## src/rtl/axi4_lite_pkg.sv

```systemverilog
// Shared types and constants for the AXI4-lite initiator.
//   state_e       : transaction FSM states
//   mem_req_t     : native request latched at acceptance
//   PROT_DATA/PROT_INSN : AXI protection encodings for data and fetch accesses
//   TIMEOUT_RDATA : read data returned when the watchdog aborts a transaction
package axi4_lite_pkg;

    localparam int unsigned ADDR_W = 32;
    localparam int unsigned DATA_W = 32;
    localparam int unsigned STRB_W = DATA_W / 8;
    localparam int unsigned PROT_W = 3;

    localparam logic [PROT_W-1:0] PROT_DATA     = 3'b000;
    localparam logic [PROT_W-1:0] PROT_INSN     = 3'b100;
    localparam logic [DATA_W-1:0] TIMEOUT_RDATA = 32'hDEAD_BEEF;

    typedef enum logic [2:0] {
        IDLE,
        RD_ADDR,
        RD_DATA,
        WR_ADDR_DATA,
        WR_RESP,
        DONE
    } state_e;

    typedef struct packed {
        logic [ADDR_W-1:0] addr;
        logic [DATA_W-1:0] wdata;
        logic [STRB_W-1:0] wstrb;
        logic [PROT_W-1:0] prot;
    } mem_req_t;

    // Instruction fetches are flagged through the AXI prot field.
    function automatic logic [PROT_W-1:0] prot_for(input logic instr);
        return instr ? PROT_INSN : PROT_DATA;
    endfunction

endpackage

```

## src/rtl/axi4_lite_initiator_if.sv

```systemverilog
// AXI4-lite channel bundle (AW, W, B, AR, R) without response codes.
//   master modport : initiator side, drives valids/payloads on AW/W/AR and readys on B/R
//   slave modport  : responder side
interface axi4_lite_initiator_if;
    import axi4_lite_pkg::*;

    logic              awvalid;
    logic              awready;
    logic [ADDR_W-1:0] awaddr;
    logic [PROT_W-1:0] awprot;

    logic              wvalid;
    logic              wready;
    logic [DATA_W-1:0] wdata;
    logic [STRB_W-1:0] wstrb;

    logic              bvalid;
    logic              bready;

    logic              arvalid;
    logic              arready;
    logic [ADDR_W-1:0] araddr;
    logic [PROT_W-1:0] arprot;

    logic              rvalid;
    logic              rready;
    logic [DATA_W-1:0] rdata;

    modport master (
        output awvalid, awaddr, awprot,
        input  awready,
        output wvalid, wdata, wstrb,
        input  wready,
        input  bvalid,
        output bready,
        output arvalid, araddr, arprot,
        input  arready,
        input  rvalid, rdata,
        output rready
    );

    modport slave (
        input  awvalid, awaddr, awprot,
        output awready,
        input  wvalid, wdata, wstrb,
        output wready,
        output bvalid,
        input  bready,
        input  arvalid, araddr, arprot,
        output arready,
        output rvalid, rdata,
        input  rready
    );

endinterface

```

## src/rtl/axi4_lite_watchdog.sv

```systemverilog
// Wait-cycle watchdog for one AXI4-lite transaction.
//   clk, resetn : clock, synchronous active-low reset
//   clear       : a new transaction is being accepted
//   run         : the transaction is waiting on the responder this cycle
//   expired     : registered; high during the LIMIT-th waiting cycle
module axi4_lite_watchdog #(
    parameter int unsigned LIMIT = 1024
) (
    input  logic clk,
    input  logic resetn,
    input  logic clear,
    input  logic run,
    output logic expired
);

    localparam int unsigned CNT_W = $clog2(LIMIT + 1);

    // count holds the index of the current waiting cycle, starting at 1.
    logic [CNT_W-1:0] count;

    always_ff @(posedge clk) begin
        if (!resetn) begin
            count   <= '0;
            expired <= 1'b0;
        end else if (clear) begin
            count   <= CNT_W'(1);
            expired <= 1'b0;
        end else if (run && !expired) begin
            count   <= count + CNT_W'(1);
            expired <= (count == CNT_W'(LIMIT - 1));
        end
    end

endmodule

```

## src/rtl/axi4_lite_initiator.sv

```systemverilog
// Native single-outstanding memory request to AXI4-lite read/write bridge.
//   clk, resetn            : clock, synchronous active-low reset
//   mem_valid/instr/addr/wdata/wstrb : request (wstrb == 0 selects a read)
//   mem_ready              : one-cycle completion pulse
//   mem_rdata              : read data, valid with mem_ready; held across writes
//   mem_err                : sticky watchdog timeout flag
//   mem_axi                : AXI4-lite master port, all outputs registered
// Optional feature macro AXI_INIT_TIMEOUT_EN: aborts a transaction after
// TIMEOUT_CYCLES waiting cycles (debug only, breaks the AXI valid rule).
module axi4_lite_initiator
    import axi4_lite_pkg::*;
#(
    parameter int unsigned TIMEOUT_CYCLES = 1024
) (
    input  logic                 clk,
    input  logic                 resetn,
    input  logic                 mem_valid,
    input  logic                 mem_instr,
    input  logic [ADDR_W-1:0]    mem_addr,
    input  logic [DATA_W-1:0]    mem_wdata,
    input  logic [STRB_W-1:0]    mem_wstrb,
    output logic                 mem_ready,
    output logic [DATA_W-1:0]    mem_rdata,
    output logic                 mem_err,
    axi4_lite_initiator_if.master mem_axi
);

    // The watchdog count starts at 1 on entry, so a limit below 2 never fires.
    if (TIMEOUT_CYCLES < 2) begin : g_bad_timeout
        $error("axi4_lite_initiator: TIMEOUT_CYCLES must be at least 2");
    end

    state_e   state;
    mem_req_t req;
    logic     awvalid_q;
    logic     wvalid_q;
    logic     bready_q;
    logic     arvalid_q;
    logic     rready_q;
    logic     aw_done;
    logic     w_done;
    logic     aw_hs_c;
    logic     w_hs_c;

    assign aw_hs_c = awvalid_q & mem_axi.awready;
    assign w_hs_c  = wvalid_q & mem_axi.wready;

`ifdef AXI_INIT_TIMEOUT_EN
    logic wd_clear_c;
    logic wd_run_c;
    logic wd_expired;
    logic timeout_c;
    logic err_q;

    assign wd_clear_c = (state == IDLE) && mem_valid;
    assign wd_run_c   = (state == RD_ADDR) || (state == RD_DATA) ||
                        (state == WR_ADDR_DATA) || (state == WR_RESP);
    // expired lingers until the next clear; only act on it while waiting.
    assign timeout_c  = wd_expired & wd_run_c;
    assign mem_err    = err_q;

    axi4_lite_watchdog #(
        .LIMIT   (TIMEOUT_CYCLES)
    ) u_watchdog (
        .clk     (clk),
        .resetn  (resetn),
        .clear   (wd_clear_c),
        .run     (wd_run_c),
        .expired (wd_expired)
    );
`else
    assign mem_err = 1'b0;
`endif

    // Transaction FSM; every AXI and native output is a register here.
    always_ff @(posedge clk) begin
        if (!resetn) begin
            state     <= IDLE;
            req       <= '0;
            awvalid_q <= 1'b0;
            wvalid_q  <= 1'b0;
            bready_q  <= 1'b0;
            arvalid_q <= 1'b0;
            rready_q  <= 1'b0;
            aw_done   <= 1'b0;
            w_done    <= 1'b0;
            mem_ready <= 1'b0;
            mem_rdata <= '0;
`ifdef AXI_INIT_TIMEOUT_EN
            err_q     <= 1'b0;
`endif
        end else begin
            mem_ready <= 1'b0;
            case (state)
                IDLE: begin
                    if (mem_valid) begin
                        req.addr  <= mem_addr;
                        req.wdata <= mem_wdata;
                        req.wstrb <= mem_wstrb;
                        req.prot  <= prot_for(mem_instr);
                        aw_done   <= 1'b0;
                        w_done    <= 1'b0;
                        if (mem_wstrb == '0) begin
                            arvalid_q <= 1'b1;
                            state     <= RD_ADDR;
                        end else begin
                            awvalid_q <= 1'b1;
                            wvalid_q  <= 1'b1;
                            state     <= WR_ADDR_DATA;
                        end
                    end
                end
                RD_ADDR: begin
                    if (arvalid_q && mem_axi.arready) begin
                        arvalid_q <= 1'b0;
                        rready_q  <= 1'b1;
                        state     <= RD_DATA;
                    end
                end
                RD_DATA: begin
                    if (mem_axi.rvalid) begin
                        rready_q  <= 1'b0;
                        mem_rdata <= mem_axi.rdata;
                        mem_ready <= 1'b1;
                        state     <= DONE;
                    end
                end
                WR_ADDR_DATA: begin
                    // AW and W complete independently; either may finish first.
                    if (aw_hs_c) begin
                        awvalid_q <= 1'b0;
                        aw_done   <= 1'b1;
                    end
                    if (w_hs_c) begin
                        wvalid_q <= 1'b0;
                        w_done   <= 1'b1;
                    end
                    if ((aw_done || aw_hs_c) && (w_done || w_hs_c)) begin
                        bready_q <= 1'b1;
                        state    <= WR_RESP;
                    end
                end
                WR_RESP: begin
                    if (mem_axi.bvalid) begin
                        bready_q  <= 1'b0;
                        mem_ready <= 1'b1;
                        state     <= DONE;
                    end
                end
                DONE: begin
                    state <= IDLE;
                end
                default: begin
                    state <= IDLE;
                end
            endcase
`ifdef AXI_INIT_TIMEOUT_EN
            // Abort overrides whatever the waiting state decided this cycle.
            if (timeout_c) begin
                awvalid_q <= 1'b0;
                wvalid_q  <= 1'b0;
                bready_q  <= 1'b0;
                arvalid_q <= 1'b0;
                rready_q  <= 1'b0;
                err_q     <= 1'b1;
                mem_rdata <= TIMEOUT_RDATA;
                mem_ready <= 1'b1;
                state     <= DONE;
            end
`endif
        end
    end

    assign mem_axi.awvalid = awvalid_q;
    assign mem_axi.awaddr  = req.addr;
    assign mem_axi.awprot  = PROT_DATA;
    assign mem_axi.wvalid  = wvalid_q;
    assign mem_axi.wdata   = req.wdata;
    assign mem_axi.wstrb   = req.wstrb;
    assign mem_axi.bready  = bready_q;
    assign mem_axi.arvalid = arvalid_q;
    assign mem_axi.araddr  = req.addr;
    assign mem_axi.arprot  = req.prot;
    assign mem_axi.rready  = rready_q;

endmodule

```

## src/flat_wrapper.sv

```systemverilog
// flat-port wrapper written by rule: the top's interface ports become plain ports
module axi4_lite_initiator_flat import axi4_lite_pkg::*;
#(
    parameter int unsigned TIMEOUT_CYCLES = 1024
)
  (clk, resetn, mem_valid, mem_instr, mem_addr, mem_wdata, mem_wstrb, mem_ready, mem_rdata, mem_err, mem_axi_awvalid, mem_axi_awaddr, mem_axi_awprot, mem_axi_awready, mem_axi_wvalid, mem_axi_wdata, mem_axi_wstrb, mem_axi_wready, mem_axi_bvalid, mem_axi_bready, mem_axi_arvalid, mem_axi_araddr, mem_axi_arprot, mem_axi_arready, mem_axi_rvalid, mem_axi_rdata, mem_axi_rready);
  axi4_lite_initiator_if mem_axi_i ();
  input  logic clk;
  input  logic resetn;
  input  logic mem_valid;
  input  logic mem_instr;
  input  logic [ADDR_W-1:0] mem_addr;
  input  logic [DATA_W-1:0] mem_wdata;
  input  logic [STRB_W-1:0] mem_wstrb;
  output logic mem_ready;
  output logic [DATA_W-1:0] mem_rdata;
  output logic mem_err;
  output wire logic [$bits(mem_axi_i.awvalid)-1:0] mem_axi_awvalid;
  output wire logic [$bits(mem_axi_i.awaddr)-1:0] mem_axi_awaddr;
  output wire logic [$bits(mem_axi_i.awprot)-1:0] mem_axi_awprot;
  input wire logic [$bits(mem_axi_i.awready)-1:0] mem_axi_awready;
  output wire logic [$bits(mem_axi_i.wvalid)-1:0] mem_axi_wvalid;
  output wire logic [$bits(mem_axi_i.wdata)-1:0] mem_axi_wdata;
  output wire logic [$bits(mem_axi_i.wstrb)-1:0] mem_axi_wstrb;
  input wire logic [$bits(mem_axi_i.wready)-1:0] mem_axi_wready;
  input wire logic [$bits(mem_axi_i.bvalid)-1:0] mem_axi_bvalid;
  output wire logic [$bits(mem_axi_i.bready)-1:0] mem_axi_bready;
  output wire logic [$bits(mem_axi_i.arvalid)-1:0] mem_axi_arvalid;
  output wire logic [$bits(mem_axi_i.araddr)-1:0] mem_axi_araddr;
  output wire logic [$bits(mem_axi_i.arprot)-1:0] mem_axi_arprot;
  input wire logic [$bits(mem_axi_i.arready)-1:0] mem_axi_arready;
  input wire logic [$bits(mem_axi_i.rvalid)-1:0] mem_axi_rvalid;
  input wire logic [$bits(mem_axi_i.rdata)-1:0] mem_axi_rdata;
  output wire logic [$bits(mem_axi_i.rready)-1:0] mem_axi_rready;
  assign mem_axi_awvalid = mem_axi_i.awvalid;
  assign mem_axi_awaddr = mem_axi_i.awaddr;
  assign mem_axi_awprot = mem_axi_i.awprot;
  assign mem_axi_i.awready = mem_axi_awready;
  assign mem_axi_wvalid = mem_axi_i.wvalid;
  assign mem_axi_wdata = mem_axi_i.wdata;
  assign mem_axi_wstrb = mem_axi_i.wstrb;
  assign mem_axi_i.wready = mem_axi_wready;
  assign mem_axi_i.bvalid = mem_axi_bvalid;
  assign mem_axi_bready = mem_axi_i.bready;
  assign mem_axi_arvalid = mem_axi_i.arvalid;
  assign mem_axi_araddr = mem_axi_i.araddr;
  assign mem_axi_arprot = mem_axi_i.arprot;
  assign mem_axi_i.arready = mem_axi_arready;
  assign mem_axi_i.rvalid = mem_axi_rvalid;
  assign mem_axi_i.rdata = mem_axi_rdata;
  assign mem_axi_rready = mem_axi_i.rready;
  axi4_lite_initiator #(.TIMEOUT_CYCLES(TIMEOUT_CYCLES)) u_core (.clk(clk), .resetn(resetn), .mem_valid(mem_valid), .mem_instr(mem_instr), .mem_addr(mem_addr), .mem_wdata(mem_wdata), .mem_wstrb(mem_wstrb), .mem_ready(mem_ready), .mem_rdata(mem_rdata), .mem_err(mem_err), .mem_axi(mem_axi_i));
endmodule
```

## config.mk

```make
export PLATFORM = sky130hd
export DESIGN_NAME = axi4_lite_initiator_flat
export DESIGN_NICKNAME = d
export VERILOG_FILES = /design/src/rtl/axi4_lite_pkg.sv /design/src/rtl/axi4_lite_initiator_if.sv /design/src/rtl/axi4_lite_watchdog.sv /design/src/rtl/axi4_lite_initiator.sv /design/src/flat_wrapper.sv
export SDC_FILE = /design/constraint.sdc
export NUM_CORES = 1
export LEC_CHECK = 0
export ABC_AREA = 1
export CORE_ASPECT_RATIO = 0.75
export CORE_MARGIN = 2
export CORE_UTILIZATION = 34
export DETAILED_ROUTE_END_ITERATION = 10
export PLACE_DENSITY_LB_ADDON = 0.1
export SLEW_MARGIN = 0
export SYNTH_ARGS = -nofsm -noshare
export SYNTH_HDL_FRONTEND = slang
export SYNTH_SLANG_ARGS = --single-unit
```

## constraint.sdc

```tcl
create_clock -name clk -period 1.2 [get_ports clk]
set_clock_uncertainty 0.05 [all_clocks]
set_input_delay 0.24 -clock clk [delete_from_list [all_inputs] [get_ports clk]]
set_output_delay 0.24 -clock clk [all_outputs]
set_load 0.01 [all_outputs]
```

# Word-level counts from Yosys, hierarchy flattened
# Index checks and enable logic that the tools add are counted.
# W data, S select, Z words.
# op_classes
eq_ne,13
muxes,32
bitwise,2
n_reduce_logical,20
# ops
cell,n
$mux W3,6
$mux W1,16
$pmux W1 S2,8
$pmux W3 S5,1
$reduce_and A3 Y1,4
$reduce_and A4 Y1,3
$ne A2 B1 Y1 const B,5
$ne A2 B2 Y1 const B,4
$reduce_bool A2 Y1,4
$eq A3 B2 Y1 const B,2
$reduce_and A5 Y1,1
$logic_not A4 Y1,1
$reduce_and A2 Y1,2
$eq A3 B1 Y1 const B,1
$eq A3 B3 Y1 const B,1
$logic_not A3 Y1,1
$and A1 B1 Y1,2
$logic_and A1 B1 Y1,2
$logic_or A1 B1 Y1,2
$mux W2,1
# totals
reg_bits,114
input_bits,109
out_inout_bits,145
elab_cells,81

# Logic depth before layout (Yosys ltp)
# Gate-level depths: netlist (run 1).
# depth
word_depth,5
ltp_mapped,9
mapped_depth_nobuf,8

# Worst setup path after synthesis (run 1)
# No wires, ideal clock.
# synth_path
path_kind,reg2reg
from,register u_core.state[2]
to,"register u_core.req, in the netlist u_core.mem_axi.arprot[2]"
setup_ns,0.132
arrival_ns,1.081
required_time_ns,1.018
slack_ns,-0.063
stages_incl_launch_ff,7
n_path_buf,2
period_less_slack_ns,1.263
path_cell_list,dfxtp_1 nor2_4 nand3_4 buf_4 buf_2 nand2_1 a21oi_1
# synth_via
elab_chain_cells,2
# synth_rtl
element,line,source
"start, declared",axi4_lite_initiator.sv:33,state_e state;
"start signal, assigned",axi4_lite_initiator.sv:78,state <= IDLE;
"start signal, assigned",axi4_lite_initiator.sv:105,state <= RD_ADDR;
"start signal, assigned",axi4_lite_initiator.sv:109,state <= WR_ADDR_DATA;
$logic_not A3 Y1,axi4_lite_initiator.sv:94,case (state)
$reduce_and A2 Y1 (no source line),-,
"end, declared",axi4_lite_initiator.sv:34,mem_req_t req;
# Every way passes these cells.
# A chain may end at the register's enable or synchronous reset.

# Final worst setup path (run 1)
# layout_path
from,register u_core.state[1]
to,"register u_core.req, in the netlist u_core.mem_axi.araddr[26]"
# The elaborated chain is that of the path after synthesis.

==> impl_metrics.toml, run 1 <==
[clock_network]
cts_root_buf = "clkbuf_16"
cts_tree = "yes"
clockBufferDepth = 2
cts.sink_count = 112
htreeDepth = 3
clk_latency_ns = 0.34
cts_buffers = 9
clk_pin_slew_ns = 0.07

[global_route]
grt_pass1_vias = 4200
antenna_found_initial = 0
grt_max_degree = 33
gr-usage-all-layers = 0.185
grt-ovfl-total = 0
grt_pass1_wl_um = 20500

[finish]
final_cell_mix = "nand2_1, buf_2, clkdlybuf4s50_1"
final_nets = 920
n_antenna_cell = 0
syn_to_final_growth_pct = 64.0
drive_gt1_frac = 0.404
mostFrequentLayoutCell = "nand2_1"
nFillCells = 1215

[worst_setup_path]
crit_path_start = "u_core.state[1]"
slowest_stage = "dfxtp_4"
reg2reg_to = "u_core.mem_axi.araddr[26]"
worst_setup_path_end_kind = "register"
cp.depth = 6
path_buf_inv = 2
worstPathRequired_ns = 1.37
ff2ff_path_depth = 6
crit_path_end = "u_core.mem_axi.araddr[26]"
critPathMaxStageDelay_ns = 0.37
cp_top_family = "simple AND/OR/NAND/NOR gates"
worstReg2RegStart = "u_core.state[1]"
crit_chain = "nor2_4 -> nand3_4 -> buf_6 -> clkbuf_16 -> nand2_1 -> a21oi_1"
path_class = "reg2reg"
cp_max_fo = 14
cp_data_arrival_time_ns = 1.49
r2r_slack_ns = -0.11
cp-start-kind = "register"

[power]
clock_power_share = 0.243
switching_share = 0.346
share_seq_of_total_power = 0.355
power.static_leakage_nw = 3.17
power.internal_mw = 8.86
p_per_area_nw_per_um2 = 1870
p_sw_mw = 4.67
ir_worst_vdd_v = 0.000906
comb_power_share = 0.402

[sta]
hold_slack_ns = 0.390
finalCriticalPeriod_ns = 1.31
max_clock_freq_ghz = 0.761
setup_ws_ns = -0.114
finalHoldViolations = 0
slew_viol_final = 0
fin_tns_setup_ns = -7.45
setup_viol = 111
grt_setup_unrepaired = "true"
fin_crit_sh = 1.10

[die]
rows = 36
die_width_um = 136
die_area_um2 = 13900
pin_count = 254
core_area_um2 = 12800
start_util = 0.344
dieHeight_um = 103

[outcome]
status = "complete, but fails checks"
violations = "negative setup slack"

[detailed_routing]
num_vias = 4667
wire_per_inst_um = 15.3
dr.pass1.iters = 5
drc = 0
antenna_left = 0
vias_per_cell = 4.73
routed_wl_um = 15100
dr.first_iter.drc_count = 150

[synth]
synthAdderAreaFrac = 0
synth_xor_area_frac = 0
syn-instance-count = 574
synth.area.mux_share = 0
synth-compound-area-share = 0.132
synthesis.area_um2 = 4410
synth_seq_area_share = 0.508
ys_ff_latch = 112
synth_area_per_cell_um2 = 7.69
yosysWarnings = 0
ys_types = 18
synthSimpleGateAreaFrac = 0.236
synth_top_family_by_area = "simple AND/OR/NAND/NOR gates"

[placement]
gp_congestion = 0.808
io_buffers = 247
dp_hpwl_um = 9940

[hold_path]
hold_class = "in2reg"

[flow_run]
cap_viol_max_count = 0
==> routing by layer <==
layer / part of all wire / vias to the layer above / track usage
met5: 0 / - / 0
met4: 0.012 / 0 / 0.0513
met3: 0.075 / 13 / 0.0644
met2: 0.49 / 162 / 0.315
met1: 0.43 / 2219 / 0.225
li1: - / 2273 / -
==> tightest hold or removal path: stages <==
cell	delay [ns]
clkdlybuf4s50_1	0.39
nand2_1	0.06
a21oi_1	0.05
==> power groups by stage <==
stage | Clock (mW) | Sequential (mW) | Combinational (mW)
final | 3.28 | 4.81 | 5.44
after global routing | 3.51 | 4.88 | 5.92
after CTS | 3.36 | 4.79 | 4.60
after detailed placement | 0 | 4.81 | 4.98
after global placement | 0 | 4.78 | 4.91
after floorplan | 0 | 5.03 | 2.33
==> how the worst min path moves through the flow <==
| stage | slack [ns] | depth (start not counted) | from | endpoint |
|---|---|---|---|---|
| after floorplan | 0.33 | 2 | mem_addr[2] | u_core.mem_axi.araddr[2] |
| after global routing | 0.39 | 3 | mem_wdata[13] | u_core.mem_axi.wdata[13] |
| after CTS | 0.37 | 3 | mem_addr[10] | u_core.mem_axi.araddr[10] |
| after global placement | 0.39 | 2 | u_core.mem_rdata[3] | u_core.mem_rdata[3] |
| after detailed placement | 0.40 | 2 | u_core.w_done | u_core.w_done |
| final | 0.39 | 3 | mem_addr[10] | u_core.mem_axi.araddr[10] |
==> stage by stage <==
| step | cell area, µm² | utilization | cells | setup WS (ns) | total power, mW |
|---|---|---|---|---|---|
| finish | 7230 | 0.564 | 987 | -0.114 | 13.5 |
| global route | 7230 | 0.564 | 987 | -0.197 | 14.3 |
| CTS | 7050 | 0.549 | 973 | -0.0839 | 12.8 |
| detailed placement | 7010 | 0.546 | 953 | -0.397 | 9.79 |
| global placement | 7010 | 0.546 | 953 | -0.335 | 9.69 |
| floorplan | 4450 | - | 579 | -0.0270 | 7.36 |
==> cell families after synthesis <==
group           after synthesis
compound gates              116
buf+inv                      92
flops                       112
other cells                   1
simple gates                253
==> timing repair <==
item | CTS | global route
pin swaps | 9 | 13
gates resized for setup | 593 | 92
buffers inserted | 4 | 5
hold buffers | 0 | 0
gates cloned | 0 | 9
setup endpoints to repair | 249 | 151
==> state kept, by name, indices dropped and copies added, names as in the netlist, 3 cells and up <==
register               flops
u_core.mem_axi.wdata      32
u_core.mem_axi.araddr     32
u_core.mem_axi.wstrb       4
u_core.mem_rdata          32
u_core.state               3
==> cells in the mapped netlist, drive strengths merged <==
master | count | share of area
a21oi | 109 | 0.12
buf | 61 | 0.097
clkbuf | 15 | 0.013
conb | 1 | 0.00085
dfxtp | 112 | 0.51
inv | 16 | 0.014
nand2 | 193 | 0.17
nand3 | 43 | 0.052
nand3b | 1 | 0.0017
nor2 | 16 | 0.018
o21ai | 7 | 0.0079
==> final cells by class <==
cell class / count / area [µm²] / share of cell area
Timing Repair Buffer: 297 / 2460 / 0.340
Sequential cell: 112 / 2330 / 0.323
Multi-Input combinational cell: 375 / 1820 / 0.251
Clock buffer: 9 / 225 / 0.0311
Tap cell: 171 / 214 / 0.0296
Clock inverter: 7 / 103 / 0.0142
Inverter: 16 / 78.8 / 0.0109
Note: power is estimated with default switching activity, not from simulation.
==> run 2: changes to the inputs <==
Settings changed: CORE_UTILIZATION 34 to 35, SYNTH_HIERARCHICAL set to 1.
==> impl_metrics.toml, run 2 <==
[outcome]
status = "complete, but fails checks"
violations = "negative setup slack"

[placement]
post-place-ws_ns = -0.410
dp_hpwl_um = 9950
io_buffers = 247
gp_congestion = 0.863

[synth]
yosysWarnings = 6
yosys.area.top_type_share = 0.503
yosys-top-cells-count = "dfxtp_1, nand2_1, nor2_1, a21oi_1, nand3_1"
ys.flop_type = "dfxtp_1"
syn-instance-count = 579
ys_types = 19
synth_seq_area_share = 0.503
synth_area_per_cell_um2 = 7.70
synth_most_common_cell = "dfxtp_1"
synth_area_leader_cell = "dfxtp_1"
synthesis.area_um2 = 4460
ys_ff_latch = 112
netlist_top_cells_area = "dfxtp_1, a21oi_1, nand3_1"
synth_edf_count = 0
async_flop_share = 0

[worst_setup_path]
cp-start-kind = "register"
cp_data_arrival_time_ns = 1.55
path_class = "reg2reg"
worstPathRequired_ns = 1.38
cp_max_fo = 10
worst_setup_path_end_kind = "register"
r2r_slack_ns = -0.17
critPathMaxStageDelay_ns = 0.37
slowest_stage = "dfxtp_4"
crit_chain = "inv_4 -> nand2_4 -> nor2_4 -> buf_6 -> nand2_8 -> clkbuf_16 -> nand2_1 -> a21oi_1"

[finish]
final_util = 0.604
mostFrequentLayoutCell = "buf_2"
final_nets = 929
drive_gt1_frac = 0.459
syn_to_final_growth_pct = 67.2
final_cell_mix = "buf_2, clkdlybuf4s50_1, nand3_1"
n_antenna_cell = 0

[clock_network]
cts-hold-fix-buffers = 0
cts.sink_count = 112
clockBufferDepth = 2
htreeDepth = 3
cts_tree = "yes"
clk_latency_ns = 0.34
clk_pin_slew_ns = 0.07
cts_root_buf = "clkbuf_16"
cts_buffers = 9

[sta]
fin_crit_sh = 1.14
setup_ws_ns = -0.169
fin_tns_setup_ns = -15.25
hold_slack_ns = 0.275
finalHoldViolations = 0
grt_setup_unrepaired = "true"
setup_viol = 112
max_clock_freq_ghz = 0.730
finalCriticalPeriod_ns = 1.37
slew_viol_final = 0

[detailed_routing]
wire_per_inst_um = 15.4
drc = 0
num_vias = 4796
dr.pass1.iters = 4
dr.first_iter.drc_count = 200
antenna_left = 0
routed_wl_um = 15300
vias_per_cell = 4.84

[global_route]
grt_pass1_vias = 4498
grt_max_degree = 35
gr-usage-all-layers = 0.206
grt-ovfl-total = 0
grt_pass1_wl_um = 22600
antenna_found_initial = 0

[die]
start_util = 0.361
rows = 35
pin_count = 254
dieHeight_um = 102
die_area_um2 = 13700
die_width_um = 134
core_area_um2 = 12300

[flow_run]
cap_viol_max_count = 0

[power]
power_mw = 15.4
power.static_leakage_nw = 3.33
p_per_area_nw_per_um2 = 2070
ir_worst_vdd_v = 0.000948

[hold_path]
hold_class = "in2reg"
-- run 2: what timing repair did --
action	4_1_cts	5_1_grt
pin swaps	5	11
setup buffers	12	6
resized for setup	645	107
cloned	4	3
endpoints found under the setup margin	249	144
-- run 2: where the power goes --
part	total (mW)	switching, mW	internal, mW
sequential	5.17	0.541	4.63
combinational	7.39	3.87	3.53
clock	2.86	1.37	1.48
total	15.4	5.78	9.64
-- run 2: critical path: cells and delay by family, from the launching register on --
kind	cells	cell delay, ns
buffers and inverters	3	0.39
AND/OR/NAND/NOR	4	0.38
flip-flops	1	0.37
AO/OA/AOI/OAI	1	0.06
-- run 2: routing by layer --
layer  global-route usage  up-vias  wire length (µm)
li1                     -     2334                 -
met1                0.252     2287              6500
met2                0.357      166              7570
met3               0.0651        9              1120
met4               0.0478        0                98
met5                    0        -                 0
-- run 2: kinds of logic after synthesis --
logic type | after synthesis | share of synthesized area
buffers and inverters | 91 | 0.118
AOI/OAI and AO/OA | 115 | 0.130
and+or+nand+nor | 260 | 0.248
DFF | 112 | 0.503
other | 1 | 0.000841
-- run 2: final timing paths --
path,from,to,cells after the start
setup / recovery,u_core/state[1],u_core/mem_axi.wdata[20],8
hold / removal,mem_valid,u_core/w_done,4
setup reg to reg,u_core/state[1],u_core/mem_axi.wdata[20],8
hold reg to reg,u_core/mem_axi.wdata[1],u_core/mem_axi.wdata[1],2
-- run 2: final cells by class --
class	instances	area, µm²
clock inverter	5	40.0
multi-input combinational	382	2060
inverter	13	72.6
fill	1148	4900
tap	166	208
sequential	112	2340
clock buffer	11	243
timing repair buffer	302	2490
-- run 2: per-stage QoR --
step	cell area, µm²	std cells
floorplan	4500	584
global placement	7010	950
detailed placement	7010	950
CTS	7240	982
global route	7450	991
finish	7450	991
==> run 3: changes to the inputs <==
Settings changed: GPL_ROUTABILITY_DRIVEN set to 0, GPL_TIMING_DRIVEN set to 0, SKIP_CTS_REPAIR_TIMING set to 1.
==> impl_metrics.toml, run 3 (synthesis gave the netlist of run 2 again) <==
[outcome]
status = "complete, but fails checks"
violations = "negative setup slack"

[worst_setup_path]
worstPathRequired_ns = 1.42
slowest_stage = "dfxtp_4"
ff2ff_path_depth = 8
cp_data_arrival_time_ns = 1.69
reg2reg_to = "u_core/mem_axi.wdata[12]"
crit_chain = "inv_6 -> nand2_4 -> nor2_4 -> buf_12 -> buf_4 -> buf_6 -> nand3_1 -> a21oi_2"
cp-start-kind = "register"
worst_setup_path_end_kind = "register"
r2r_slack_ns = -0.27
cp_max_fo = 10
worstReg2RegStart = "u_core/state[2]"
path_class = "reg2reg"
critPathMaxStageDelay_ns = 0.37

[power]
ir_worst_vdd_v = 0.00104
p_per_area_nw_per_um2 = 1950
power.static_leakage_nw = 5.00

[clock_network]
clk_latency_ns = 0.34
cts_buffers = 9
cts_root_buf = "clkbuf_16"
cts_tree = "yes"
htreeDepth = 3
clockBufferDepth = 2
clk_pin_slew_ns = 0.07
cts.sink_count = 112

[die]
dieHeight_um = 102
die_width_um = 134
die_area_um2 = 13700
core_area_um2 = 12300
rows = 35
pin_count = 254
start_util = 0.361

[placement]
io_buffers = 246
dp.cells = 996
dp_hpwl_um = 11300

[sta]
finalCriticalPeriod_ns = 1.47
finalHoldViolations = 0
relSlewSlack = 0.484
max_clock_freq_ghz = 0.681
setup_viol = 119
fin_crit_sh = 1.22
worst_pin_slew_ns = 0.774
grt_setup_unrepaired = "true"
fin_tns_setup_ns = -20.64
setup_ws_ns = -0.267
slew_viol_final = 0

[hold_path]
hold_path_end = "u_core/mem_axi.rready"
hold_class = "reg2reg"
min_from = "u_core/mem_axi.rready"
hold_path_depth = 2

[detailed_routing]
antenna_left = 0
routed_wl_um = 17300
wire_per_inst_um = 16.4
dr.pass1.iters = 4
num_vias = 5155
vias_per_cell = 4.88
drc = 0
dr.first_iter.drc_count = 180

[global_route]
grt-ovfl-total = 0
grt_pass1_wl_um = 22100
grt_max_degree = 17
gr-usage-all-layers = 0.204
grt_pass1_vias = 4431
antenna_found_initial = 0

[finish]
mostFrequentLayoutCell = "clkdlybuf4s50_1"
final_util = 0.746
nFillCells = 885
stdcell_count = 1056
drive_gt1_frac = 0.448
syn_to_final_growth_pct = 107
final_cell_mix = "clkdlybuf4s50_1, dlymetal6s2s_1, buf_6"
final_nets = 996
multi_input_area_um2 = 2430
regArea_um2 = 2320
n_antenna_cell = 0

[flow_run]
cap_viol_max_count = 0
run 3: cell count changes in the layout (fill, tap and decap cells not counted), moves of 39 or more:
| cell | previous run | this run |
|---|---|---|
| buf_2 | 136 | 3 |
| dfxtp_2 | 70 | 31 |
| a21oi_2 | 14 | 56 |
| a21oi_1 | 64 | 22 |
| buf_6 | 5 | 75 |
| dlymetal6s2s_1 | 0 | 79 |
run 3: power breakdown:
group,switching (mW),internal [mW]
Sequential,0.685,4.60
Combinational,4.39,5.00
Clock,1.31,2.02
Total,6.38,11.6
run 3: area by class of cell:
cell class                      count  share of cell area
Buffer                             75              0.0797
Clock buffer                       10              0.0249
Tap cell                          166              0.0225
Inverter                           13             0.00693
Multi-Input combinational cell    383               0.264
Timing Repair Buffer              293               0.340
Clock inverter                      4              0.0103
Sequential cell                   112               0.252
run 3: routing by layer:
metal / GRT usage / vias up / share of wire
li1: - / 2487 / -
met1: 0.246 / 2440 / 0.40
met2: 0.353 / 198 / 0.51
met3: 0.0691 / 30 / 0.072
met4: 0.0559 / 0 / 0.021
met5: 0 / - / 0
run 3: worst max-delay path by stage:
stage / from / end / slack (ns)
finish: u_core/state[2] / u_core/mem_axi.wdata[12] / -0.27
global route: u_core/state[2] / u_core/mem_axi.wdata[12] / -0.34
CTS: u_core/mem_axi.araddr[1] / mem_axi_awaddr[1] / -0.50
detailed placement: resetn / u_core/mem_ready / -0.76
global placement: resetn / u_core/mem_axi.araddr[31] / -0.72
floorplan: u_core/state[2] / u_core/mem_axi.araddr[1] / 0.003
run 3: metrics by stage:
step           total power [mW]  worst slack, ns  cell area [µm²]  hold slack [ns]
3_3_place_gp               11.0           -0.720             7170            0.387
6_report                   18.0           -0.267             9210            0.397
4_1_cts                    14.6           -0.501             7500            0.307
3_5_place_dp               11.2           -0.756             7170            0.396
2_1_floorplan              8.21          0.00263             4500            0.325
5_1_grt                    18.9           -0.336             9210            0.408
run 3: worst max-delay path: cells and delay by family (launching register included):
| kind | cells | cell delay, ns |
|---|---|---|
| simple gates | 3 | 0.29 |
| buf+inv | 4 | 0.50 |
| flops | 1 | 0.37 |
| compound gates | 1 | 0.19 |
